## config.mk

```make
export PLATFORM = sky130hd
export DESIGN_NAME = fp_align
export DESIGN_NICKNAME = d
export VERILOG_FILES = /design/src/rtl/fp_align.sv
export SDC_FILE = /design/constraint.sdc
export NUM_CORES = 1
export LEC_CHECK = 0
export BUFFER_PORTS_ARGS = -buffer_cell sky130_fd_sc_hd__clkbuf_2
export CAP_MARGIN = 20
export CORE_ASPECT_RATIO = 1.4
export CORE_UTILIZATION = 50
export CTS_CLUSTER_SIZE = 30
export DETAILED_ROUTE_END_ITERATION = 8
export PLACE_DENSITY = 0.79
export SKIP_LAST_GASP = 1
export SLEW_MARGIN = 20
export SYNTH_ARGS = -nofsm -noshare
export SYNTH_HDL_FRONTEND = slang
export SYNTH_SLANG_ARGS = --single-unit
export TNS_END_PERCENT = 20
```

## constraint.sdc

```tcl
create_clock -name clk -period 2.2 [get_ports clk]
set_input_delay 0 -clock clk [delete_from_list [all_inputs] [get_ports clk]]
set_output_delay 0 -clock clk [all_outputs]
set_load 0.1 [all_outputs]
```

## src/rtl/fp_align.sv

```systemverilog
// Pre-adder alignment for binary32 addition: unpack, order by magnitude, and
// iteratively right-shift the smaller mantissa with sticky accumulation.
//
// state  | meaning
// IDLE   | waiting for an operand pair; in_ready high
// SHIFT  | shifting mant_small down by up to SHIFT_STEP bits per cycle
// DONE   | result presented; held until out_ready
module fp_align #(
  parameter int SHIFT_STEP = 4
) (
  input  logic        clk,
  input  logic        rst_n,
  input  logic        in_valid,
  output logic        in_ready,
  input  logic [31:0] op_a,
  input  logic [31:0] op_b,
  output logic        out_valid,
  input  logic        out_ready,
  output logic [23:0] mant_large,
  output logic [23:0] mant_small,
  output logic        sticky,
  output logic [7:0]  exp_large,
  output logic        sign_large,
  output logic        eff_sub,
  output logic        swapped,
  output logic        special
);

  localparam logic [1:0] S_IDLE  = 2'd0;
  localparam logic [1:0] S_SHIFT = 2'd1;
  localparam logic [1:0] S_DONE  = 2'd2;
  localparam logic [4:0] L_STEP  = 5'(SHIFT_STEP);

  logic [1:0]  r_state;
  logic [4:0]  r_cnt;
  logic [23:0] r_mant_large;
  logic [23:0] r_mant_small;
  logic        r_sticky;
  logic [7:0]  r_exp_large;
  logic        r_sign_large;
  logic        r_eff_sub;
  logic        r_swapped;
  logic        r_special;

  logic [7:0]  w_exp_a;
  logic [7:0]  w_exp_b;
  logic [7:0]  w_e_a;
  logic [7:0]  w_e_b;
  logic [23:0] w_mant_a;
  logic [23:0] w_mant_b;
  logic        w_b_larger;
  logic [7:0]  w_diff;
  logic        w_special;
  logic [4:0]  w_cnt;
  logic [4:0]  w_k;
  logic [23:0] w_mask;
  logic        w_lost;

  // Denormals and zero use effective exponent 1 with no hidden bit.
  assign w_exp_a  = op_a[30:23];
  assign w_exp_b  = op_b[30:23];
  assign w_e_a    = (w_exp_a == 8'd0) ? 8'd1 : w_exp_a;
  assign w_e_b    = (w_exp_b == 8'd0) ? 8'd1 : w_exp_b;
  assign w_mant_a = {(w_exp_a != 8'd0), op_a[22:0]};
  assign w_mant_b = {(w_exp_b != 8'd0), op_b[22:0]};

  assign w_b_larger = (w_e_b > w_e_a) || ((w_e_b == w_e_a) && (w_mant_b > w_mant_a));
  assign w_diff     = w_b_larger ? (w_e_b - w_e_a) : (w_e_a - w_e_b);
  assign w_special  = (w_exp_a == 8'hFF) || (w_exp_b == 8'hFF);
  assign w_cnt      = w_special ? 5'd0 : ((w_diff > 8'd24) ? 5'd24 : w_diff[4:0]);

  assign w_k    = (r_cnt < L_STEP) ? r_cnt : L_STEP;
  assign w_mask = ~(24'hFFFFFF << w_k);
  assign w_lost = |(r_mant_small & w_mask);

  always_ff @(posedge clk or negedge rst_n) begin
    if (!rst_n) begin
      r_state      <= S_IDLE;
      r_cnt        <= 5'd0;
      r_mant_large <= 24'd0;
      r_mant_small <= 24'd0;
      r_sticky     <= 1'b0;
      r_exp_large  <= 8'd0;
      r_sign_large <= 1'b0;
      r_eff_sub    <= 1'b0;
      r_swapped    <= 1'b0;
      r_special    <= 1'b0;
    end else begin
      case (r_state)
        S_IDLE: begin
          if (in_valid) begin
            r_cnt        <= w_cnt;
            r_mant_large <= w_b_larger ? w_mant_b : w_mant_a;
            r_mant_small <= w_b_larger ? w_mant_a : w_mant_b;
            r_sticky     <= 1'b0;
            r_exp_large  <= w_special ? 8'hFF : (w_b_larger ? w_e_b : w_e_a);
            r_sign_large <= w_b_larger ? op_b[31] : op_a[31];
            r_eff_sub    <= op_a[31] ^ op_b[31];
            r_swapped    <= w_b_larger;
            r_special    <= w_special;
            r_state      <= (w_cnt != 5'd0) ? S_SHIFT : S_DONE;
          end
        end
        S_SHIFT: begin
          r_mant_small <= r_mant_small >> w_k;
          r_sticky     <= r_sticky | w_lost;
          r_cnt        <= r_cnt - w_k;
          if (r_cnt == w_k) r_state <= S_DONE;
        end
        S_DONE: begin
          if (out_ready) r_state <= S_IDLE;
        end
        default: r_state <= S_IDLE;
      endcase
    end
  end

  assign in_ready   = (r_state == S_IDLE);
  assign out_valid  = (r_state == S_DONE);
  assign mant_large = r_mant_large;
  assign mant_small = r_mant_small;
  assign sticky     = r_sticky;
  assign exp_large  = r_exp_large;
  assign sign_large = r_sign_large;
  assign eff_sub    = r_eff_sub;
  assign swapped    = r_swapped;
  assign special    = r_special;

endmodule

```

==> flow_summary_export.csv, run 1 <==
group,metric,value,unit
status,outcome,"complete, but fails checks",
status,violations,"hold timing, setup timing",
synthesis,seq_area_frac_synth,30.6,%
routing,drt_wl_total,19400,um
global_routing,grt_pass1_wl,30800,um
global_routing,grt-ovfl-total,0,
synthesis,synth.most_common_cell,"nand2_1",
timing,min_period,2850,ps
timing,slew_viol_final,0,
placement,gp_congestion,0.915,
routing,drc,0,
placement,dpl_cell_area,7140,um2
timing,fmax,0.351,GHz
timing,rsz0062_at_grt,"yes",
timing,period_share,130,%
synthesis,yosys.cell_types.count,57,
pwr,p_switching,7.52,mW
placement,portBuffers,130,
floorplanning,die_w,91.1,um
cts,h-tree-depth,3,
timing,fin_ws,-651,ps
cts,cts_tree,"built",
synthesis,syn_nets,791,
cts,clk_pin_slew_worst_paths,60,ps
cts,cts_made_buffers,9,
critical_path,path_class,"input port to register",
synthesis,async_flop_share,100,%
routing,drtPass1Iterations,5,
timing,setup_viol,65,
cts,cts_root_buf,"clkbuf_16",
synthesis,synth_edf_count,0,
synthesis,syn_inst,681,
pwr,internal_power,4.73,mW
timing,clock_skew,8.43,ps
critical_path,critical_path_arrival,3050,ps
placement,post-place-cells,1013,
floorplanning,die_h,127,um
placement,pre_cts_slack,-961,ps
timing,tns,-23470,ps
final_layout,area_delta_synth_final,44.0,%
cts,clock_sinks,68,
synthesis,yosysTopAreaCellShare,30.6,%
synthesis,synth_common_cells,"88 x nand2_1, 73 x o21ai_0, 68 x dfrtp_1",
final_layout,drive_gt1_share,35.8,%
pwr,p_per_area,1530,nW/um2
routing,drt-initial-drc-count,521,
hold_path,hp-class,"input port to register",
floorplanning,initial_core_util,51.4,%
pwr,swShare,61.4,%
pwr,p_seq_share,20.2,%
floorplanning,row_count,45,
synthesis,synth.avg_cell_area,8.16,um2
routing,vias_per_cell,5.90,
cts,clk_latency,340,ps
cts,cts.path.max_buffers,2,
global_routing,grt_max_degree,45,
synthesis,yosysTopAreaCell,"dfrtp_1",
critical_path,cp-start-kind,"input port",
global_routing,grt_usage,33.7,%
critical_path,critical_path.max_fanout,2,
timing,hold_slack,-1.76,ps
global_routing,antenna_found_initial,0,
synthesis,ys_ff_latch,68,
floorplanning,io_pins,131,
routing,routed-via-count,6328,
critical_path,end_kind,"register",
job,maxCapViolations,0,
floorplanning,dieArea,11500,um2
pwr,vdd_ir_drop_max,1140,uV
synthesis,ys_warn_count,0,
pwr,pwr-share-clk,12.1,%
routing,drt-wirelength-per-cell,18.0,um
critical_path,crit_required,2400,ps
routing,ant_nets,0,
placement,dp_hpwl,13600,um
synthesis,synthTopCellsByArea,"dfrtp_1 31%, ha_1 9.0%, mux2i_1 9.0%, o21ai_0 6.6%, nand2_1 5.9%",
final_layout,nets,1037,
timing,worstMarginPinSlew,789,ps
pwr,pwr-share-comb,67.7,%
final_layout,postLayoutCellArea,8000,um2
floorplanning,core_area,10800,um2
final_layout,diodes,0,
timing,maxSlewHeadroom,47.4,%
global_routing,grt_pass1_vias,6512,
synthesis,syn_area,5560,um2
timing,finalHoldViolCount,2,
pwr,p_leak,3.98,nW
final_layout,stdcell_count,1073,
synthesis,synth_ff_type,"dfrtp_1",
## power by group through the flow
| stage | Sequential, mW | Clock, mW | Combinational (mW) |
|---|---|---|---|
| floorplan | 6.15 | 0 | 2.54 |
| global placement | 2.43 | 0 | 7.88 |
| detailed placement | 2.46 | 0 | 8.02 |
| CTS | 2.46 | 1.49 | 8.13 |
| global route | 2.54 | 1.53 | 8.72 |
| finish | 2.47 | 1.48 | 8.30 |
## cell type report
type	count	area, um2
well taps	141	176
flip-flops and latches	68	1700
inverters	49	184
repair buffers	290	2060
multi-input cells	509	3580
clock buffers	13	250
clock inverters	3	46.3
fillers	758	2810
## registers in the layout, indices dropped and copies added, names as in the netlist, 2 cells and up
name and flops:
r_cnt 5, mant_large 24, mant_small 24, exp_large 8
r_state 2
## worst paths after layout
kind	endpoint	slack, ps	startpoint	cells after the start
setup / recovery	mant_small[23]	-650	op_a[23]	23
hold / removal	mant_large[15]	-2	op_a[15]	3
setup reg to reg	mant_small[6]	40	r_cnt[2]	8
hold reg to reg	sticky	470	sticky	2
max in group asynchronous	mant_small[0]	1210	rst_n	3
min in group asynchronous	mant_large[6]	270	rst_n	2
## cells in the final DEF (no fill, tap or decap), types with 8 or more instances in the layout
master         count
buf_4            133
nor2_1            43
dlygate4sd3_1     15
a211oi_1          11
clkbuf_2         127
dfrtp_1           68
ha_1              39
nand4_1            9
o21ai_1            8
inv_1             45
nand2_1           86
o211ai_1          27
a21oi_1           48
clkbuf_16         11
mux2i_1           48
o21ai_0           66
## per-layer routing
layer	vias to the layer above	global-route usage [%]	wire length (um)	part of all wire (%)
met5	-	0	0	0
met4	0	21.4	1110	5.7
met3	78	5.16	968	5.0
met2	280	62.8	10300	53
met1	3050	34.9	6970	36
li1	2920	-	-	-
## worst max-delay path, cell delays in order
cell,delay (ps)
clkbuf_2,110
nor4_4,270
nand2_1,120
buf_4,150
buf_4,120
buf_4,130
buf_4,130
buf_4,120
buf_4,120
buf_4,120
buf_4,120
buf_4,120
buf_4,120
buf_4,130
buf_4,130
buf_4,120
buf_4,120
buf_4,120
buf_4,120
buf_4,120
buf_4,120
mux2i_2,180
o21ai_0,120
## kinds of logic (layout without fill, tap and decap cells)
group / after synthesis / after routing / synth area share, %
flip-flops: 68 / 68 / 30.6
buffers and inverters: 104 / 355 / 7.45
adder cells (fa/ha/maj): 42 / 42 / 9.73
AND/OR/NAND/NOR: 179 / 179 / 14.1
XOR/XNOR: 11 / 11 / 1.87
AO/OA/AOI/OAI: 214 / 214 / 24.0
other: 1 / 1 / 0.0675
multiplexers: 62 / 62 / 12.2
## through the flow
stage               util [%]  hold WS [ps]  total power, mW
finish                  74.0         -1.76             12.3
global route            74.0          2.09             12.8
CTS                     72.6        0.0368             12.1
detailed placement      66.1           122             10.5
global placement        66.1          93.3             10.3
floorplan                  -          -296             8.69
## what timing repair did
item                                    in CTS  in global routing
setup buffers                               20                  6
pin swaps                                    4                  6
resized for setup                           14                 24
hold buffers                                15                  0
hold endpoints to repair                    41                  0
gates cloned                                 1                  2
endpoints found under the setup margin      65                 65
(Power assumes the default switching activity.)
==> run 2: changes to the inputs <==
--- a/config.mk
+++ b/config.mk
@@ -11,7 +11,8 @@
 export CORE_UTILIZATION = 50
 export CTS_CLUSTER_SIZE = 30
 export DETAILED_ROUTE_END_ITERATION = 8
-export PLACE_DENSITY = 0.79
+export PLACE_DENSITY = 0.76
+export SETUP_SLACK_MARGIN = 0.02
 export SKIP_LAST_GASP = 1
 export SLEW_MARGIN = 20
 export SYNTH_ARGS = -nofsm -noshare
==> constraint.sdc (replaced) <==
create_clock -name clk -period 3.7 [get_ports clk]
set_input_delay 0 -clock clk [delete_from_list [all_inputs] [get_ports clk]]
set_output_delay 0 -clock clk [all_outputs]
set_load 0.1 [all_outputs]
==> flow_summary_export.csv, run 2 (synthesis gave the netlist of run 1 again) <==
group,metric,value,unit
status,outcome,"finished, final reports clean",
final_layout,diodes,0,
timing,clock_skew,5.89,ps
final_layout,mostFrequentLayoutCell,"clkbuf_2",
global_routing,antenna_found_initial,0,
critical_path,cp_common_cell,"inv_1",
floorplanning,dieArea,11500,um2
cts,cts_resized,0,
critical_path,max_stage_delay,430,ps
timing,worstMarginPinSlew,864,ps
critical_path,end_kind,"register",
placement,gp_congestion,0.868,
timing,rsz0062_at_grt,"no",
floorplanning,row_count,45,
critical_path,worstPathCellList,"clkbuf_2 -> nor4_1 -> nand2_1 -> inv_1 -> nor2_1 -> inv_1 -> ha_1 -> inv_1 -> fa_1 -> a21oi_1 -> o31ai_1 -> a221oi_1 -> a31oi_2 -> o21ai_4 -> buf_4 -> nand4_1 -> o21ai_1 -> nand4_1 -> a22o_1",
routing,drt-wirelength-per-cell,18.3,um
global_routing,grt_usage,30.3,%
final_layout,nets,902,
critical_path,critical_path_arrival,3430,ps
timing,min_period,3210,ps
cts,clock_sinks,68,
final_layout,fillers,1005,
routing,drt-initial-drc-count,439,
timing,maxSlewHeadroom,42.4,%
timing,period_share,86.6,%
critical_path,slowest_stage,"nor4_1",
floorplanning,die_w,91.1,um
cts,clk_pin_slew_worst_paths,60,ps
global_routing,grt_pass1_wl,27400,um
timing,fmax,0.312,GHz
cts,cts.path.max_buffers,2,
routing,drt_wl_total,17200,um
routing,vias_per_cell,5.99,
cts,cts_root_buf,"clkbuf_16",
timing,setup_viol,0,
critical_path,cp-start-kind,"input port",
final_layout,drive_gt1_share,22.7,%
timing,finalHoldViolCount,0,
job,maxCapViolations,0,
cts,cts_tree,"built",
final_layout,multi_input_area,3450,um2
hold_path,hp-class,"input port to register",
cts,h-tree-depth,3,
routing,routed-via-count,5616,
floorplanning,core_area,10800,um2
routing,drtPass1Iterations,7,
critical_path,crit_required,3930,ps
floorplanning,io_pins,131,
timing,slew_viol_final,0,
critical_path,path_class,"input port to register",
final_layout,area_delta_synth_final,19.6,%
cts,clk_latency,340,ps
cts,cts_made_buffers,9,
floorplanning,die_h,127,um
routing,ant_nets,0,
floorplanning,initial_core_util,51.4,%
global_routing,grt_max_degree,61,
cts,cts_hold_buf,10,
critical_path,critical_path.max_fanout,17,
placement,portBuffers,130,
cts,cts_setup_buffers,0,
global_routing,grt-ovfl-total,0,
routing,drc,0,
global_routing,grt_pass1_vias,5577,
placement,dp_hpwl,12900,um
final_layout,final_cell_mix,"129 x clkbuf_2, 87 x nand2_1, 73 x o21ai_0",
timing,tns,0,ps
final_layout,seq_area,1700,um2
==> run 2: path summary, 6_finish.rpt <==
path,start,endpoint,slack (ps),cells past startpoint
worst max-delay path,op_a[27],r_state[0],490,19
worst min register to register,mant_large[9],mant_large[9],480,2
max in group asynchronous,rst_n,mant_large[21],2430,3
worst max register to register,r_cnt[2],mant_small[17],1210,9
worst min-delay path,op_a[6],mant_large[6],4,3
min in group asynchronous,rst_n,mant_small[3],260,2
==> run 2: final cells by class <==
| class | count | area share, % |
|---|---|---|
| clock buffer | 11 | 3.65 |
| clock inverter | 5 | 0.414 |
| inverter | 49 | 2.77 |
| multi-input combinational | 509 | 51.9 |
| sequential | 68 | 25.6 |
| tap | 141 | 2.65 |
| timing repair buffer | 155 | 13.0 |
==> run 2: metal layers <==
metal	routed length [um]	vias up	part of all wire (%)	GRT usage [%]
li1	-	2642	-	-
met1	6430	2667	37	33.2
met2	9110	244	53	55.3
met3	814	63	4.7	4.08
met4	800	0	4.7	17.7
met5	0	-	0	0
==> run 2: critical path: cells and delay by family <==
family / cells / cell delay [ps]
and+or+nand+nor: 5 / 960
AOI/OAI and AO/OA: 7 / 1290
buffers and inverters: 5 / 650
adders and majority gates: 2 / 530
==> run 2: through the flow <==
step	hold slack [ps]	cells	util [%]	cell area [um2]	setup slack (ps)
floorplan	-296	681	-	5560	842
global placement	89.0	912	58.0	6270	303
detailed placement	88.5	912	58.0	6270	203
CTS	2.12	938	61.5	6650	536
global route	25.4	938	61.5	6650	152
finish	3.57	938	61.5	6650	495
Power of run 2 is left out: the tool's default activity adds up to more than one toggle a clock period on the data nets, which glitch-free logic cannot reach.
==> run 3: changes to the inputs <==
--- a/config.mk
+++ b/config.mk
@@ -9,6 +9,7 @@
 export CAP_MARGIN = 20
 export CORE_ASPECT_RATIO = 1.4
 export CORE_UTILIZATION = 50
+export CTS_BUF_LIST = sky130_fd_sc_hd__clkbuf_8 sky130_fd_sc_hd__clkbuf_16
 export CTS_CLUSTER_SIZE = 30
 export DETAILED_ROUTE_END_ITERATION = 8
 export PLACE_DENSITY = 0.76
==> flow_summary_export.csv, run 3 (synthesis gave the netlist of run 1 again) <==
group,metric,value,unit
status,outcome,"finished, final reports clean",
floorplanning,io_pins,131,
final_layout,seq_area,1700,um2
final_layout,postLayoutCellArea,6650,um2
critical_path,path_class,"input port to register",
floorplanning,core_area,10800,um2
routing,drt-initial-drc-count,439,
critical_path,critical_path_arrival,3430,ps
cts,h-tree-depth,3,
routing,vias_per_cell,5.98,
final_layout,final_cell_mix,"129 x clkbuf_2, 87 x nand2_1, 73 x o21ai_0",
critical_path,cp-start-kind,"input port",
critical_path,critical_path.max_fanout,17,
final_layout,nets,902,
cts,cts_made_buffers,9,
timing,clock_skew,6.26,ps
global_routing,grt_max_degree,61,
timing,setup_viol,0,
cts,cts_tree,"built",
job,maxCapViolations,0,
floorplanning,initial_core_util,51.4,%
critical_path,crit_required,3930,ps
timing,min_period,3200,ps
routing,drc,0,
cts,cts_root_buf,"clkbuf_16",
routing,routed-via-count,5611,
final_layout,multi_input_area,3450,um2
final_layout,fillers,1005,
cts,cts_resized,0,
cts,clk_pin_slew_worst_paths,60,ps
timing,maxSlewHeadroom,41.7,%
cts,clock_sinks,68,
timing,worstMarginPinSlew,874,ps
routing,drt-wirelength-per-cell,18.3,um
hold_path,hp-class,"input port to register",
floorplanning,die_h,127,um
placement,dpl_cell_area,6270,um2
floorplanning,dieArea,11500,um2
timing,tns,0,ps
timing,period_share,86.6,%
timing,rsz0062_at_grt,"no",
critical_path,end_kind,"register",
timing,finalHoldViolCount,0,
cts,cts.path.max_buffers,2,
global_routing,antenna_found_initial,0,
placement,gp_congestion,0.868,
routing,drt_wl_total,17200,um
cts,clk_latency,340,ps
routing,ant_nets,0,
final_layout,mostFrequentLayoutCell,"clkbuf_2",
timing,fmax,0.312,GHz
placement,portBuffers,130,
global_routing,grt-ovfl-total,0,
floorplanning,die_w,91.1,um
cts,cts_hold_buf,10,
global_routing,grt_pass1_wl,27400,um
final_layout,area_delta_synth_final,19.6,%
final_layout,drive_gt1_share,22.7,%
global_routing,grt_usage,30.3,%
routing,drtPass1Iterations,5,
global_routing,grt_pass1_vias,5577,
cts,cts_setup_buffers,0,
timing,slew_viol_final,0,
floorplanning,row_count,45,
final_layout,diodes,0,
placement,dp_hpwl,12900,um
-- run 3: cell types whose count changed in the layout (fill, tap and decap cells not counted) --
cell | before | now
clkbuf_1 | 1 | 0
inv_1 | 48 | 49
-- run 3: worst paths after layout --
path                               start             end  slack (ps)  depth (start not counted)
hold reg to reg            mant_large[9]   mant_large[9]         480                          2
min in group asynchronous          rst_n   mant_small[3]         260                          2
max in group asynchronous          rst_n  mant_large[21]        2430                          3
hold / removal                  op_a[10]  mant_large[10]           4                          3
setup reg to reg                r_cnt[2]  mant_small[17]        1210                          9
setup / recovery                op_a[27]      r_state[0]         500                         19
-- run 3: routing by layer --
metal  GRT usage [%]  up-vias  routed length [um]
met3            4.08       63                 840
met4            17.7        0                 805
met2            55.3      252                9080
li1                -     2641                   -
met5               0        -                   0
met1            33.2     2655                6440
-- run 3: cell type report --
| cell class | count | area share (%) |
|---|---|---|
| inverters | 49 | 2.77 |
| repair buffers | 155 | 13.0 |
| well taps | 141 | 2.65 |
| clock inverters | 6 | 0.471 |
| flip-flops and latches | 68 | 25.6 |
| multi-input cells | 509 | 51.9 |
| clock buffers | 10 | 3.60 |
-- run 3: critical path, stage by stage --
cell	delay, ps
clkbuf_2	110
nor4_1	430
nand2_1	140
inv_1	130
nor2_1	80
inv_1	60
ha_1	150
inv_1	50
fa_1	380
a21oi_1	130
o31ai_1	80
a221oi_1	360
a31oi_2	90
o21ai_4	190
buf_4	300
nand4_1	100
o21ai_1	200
nand4_1	210
a22o_1	230
-- run 3: stage by stage --
stage	util, %	hold slack (ps)	cells	setup slack, ps
finish	61.5	3.98	938	496
global route	61.5	25.4	938	152
CTS	61.5	1.94	938	536
detailed placement	58.0	88.5	912	203
global placement	58.0	89.0	912	303
floorplan	-	-296	681	842
Power of run 3 is left out for the same reason.
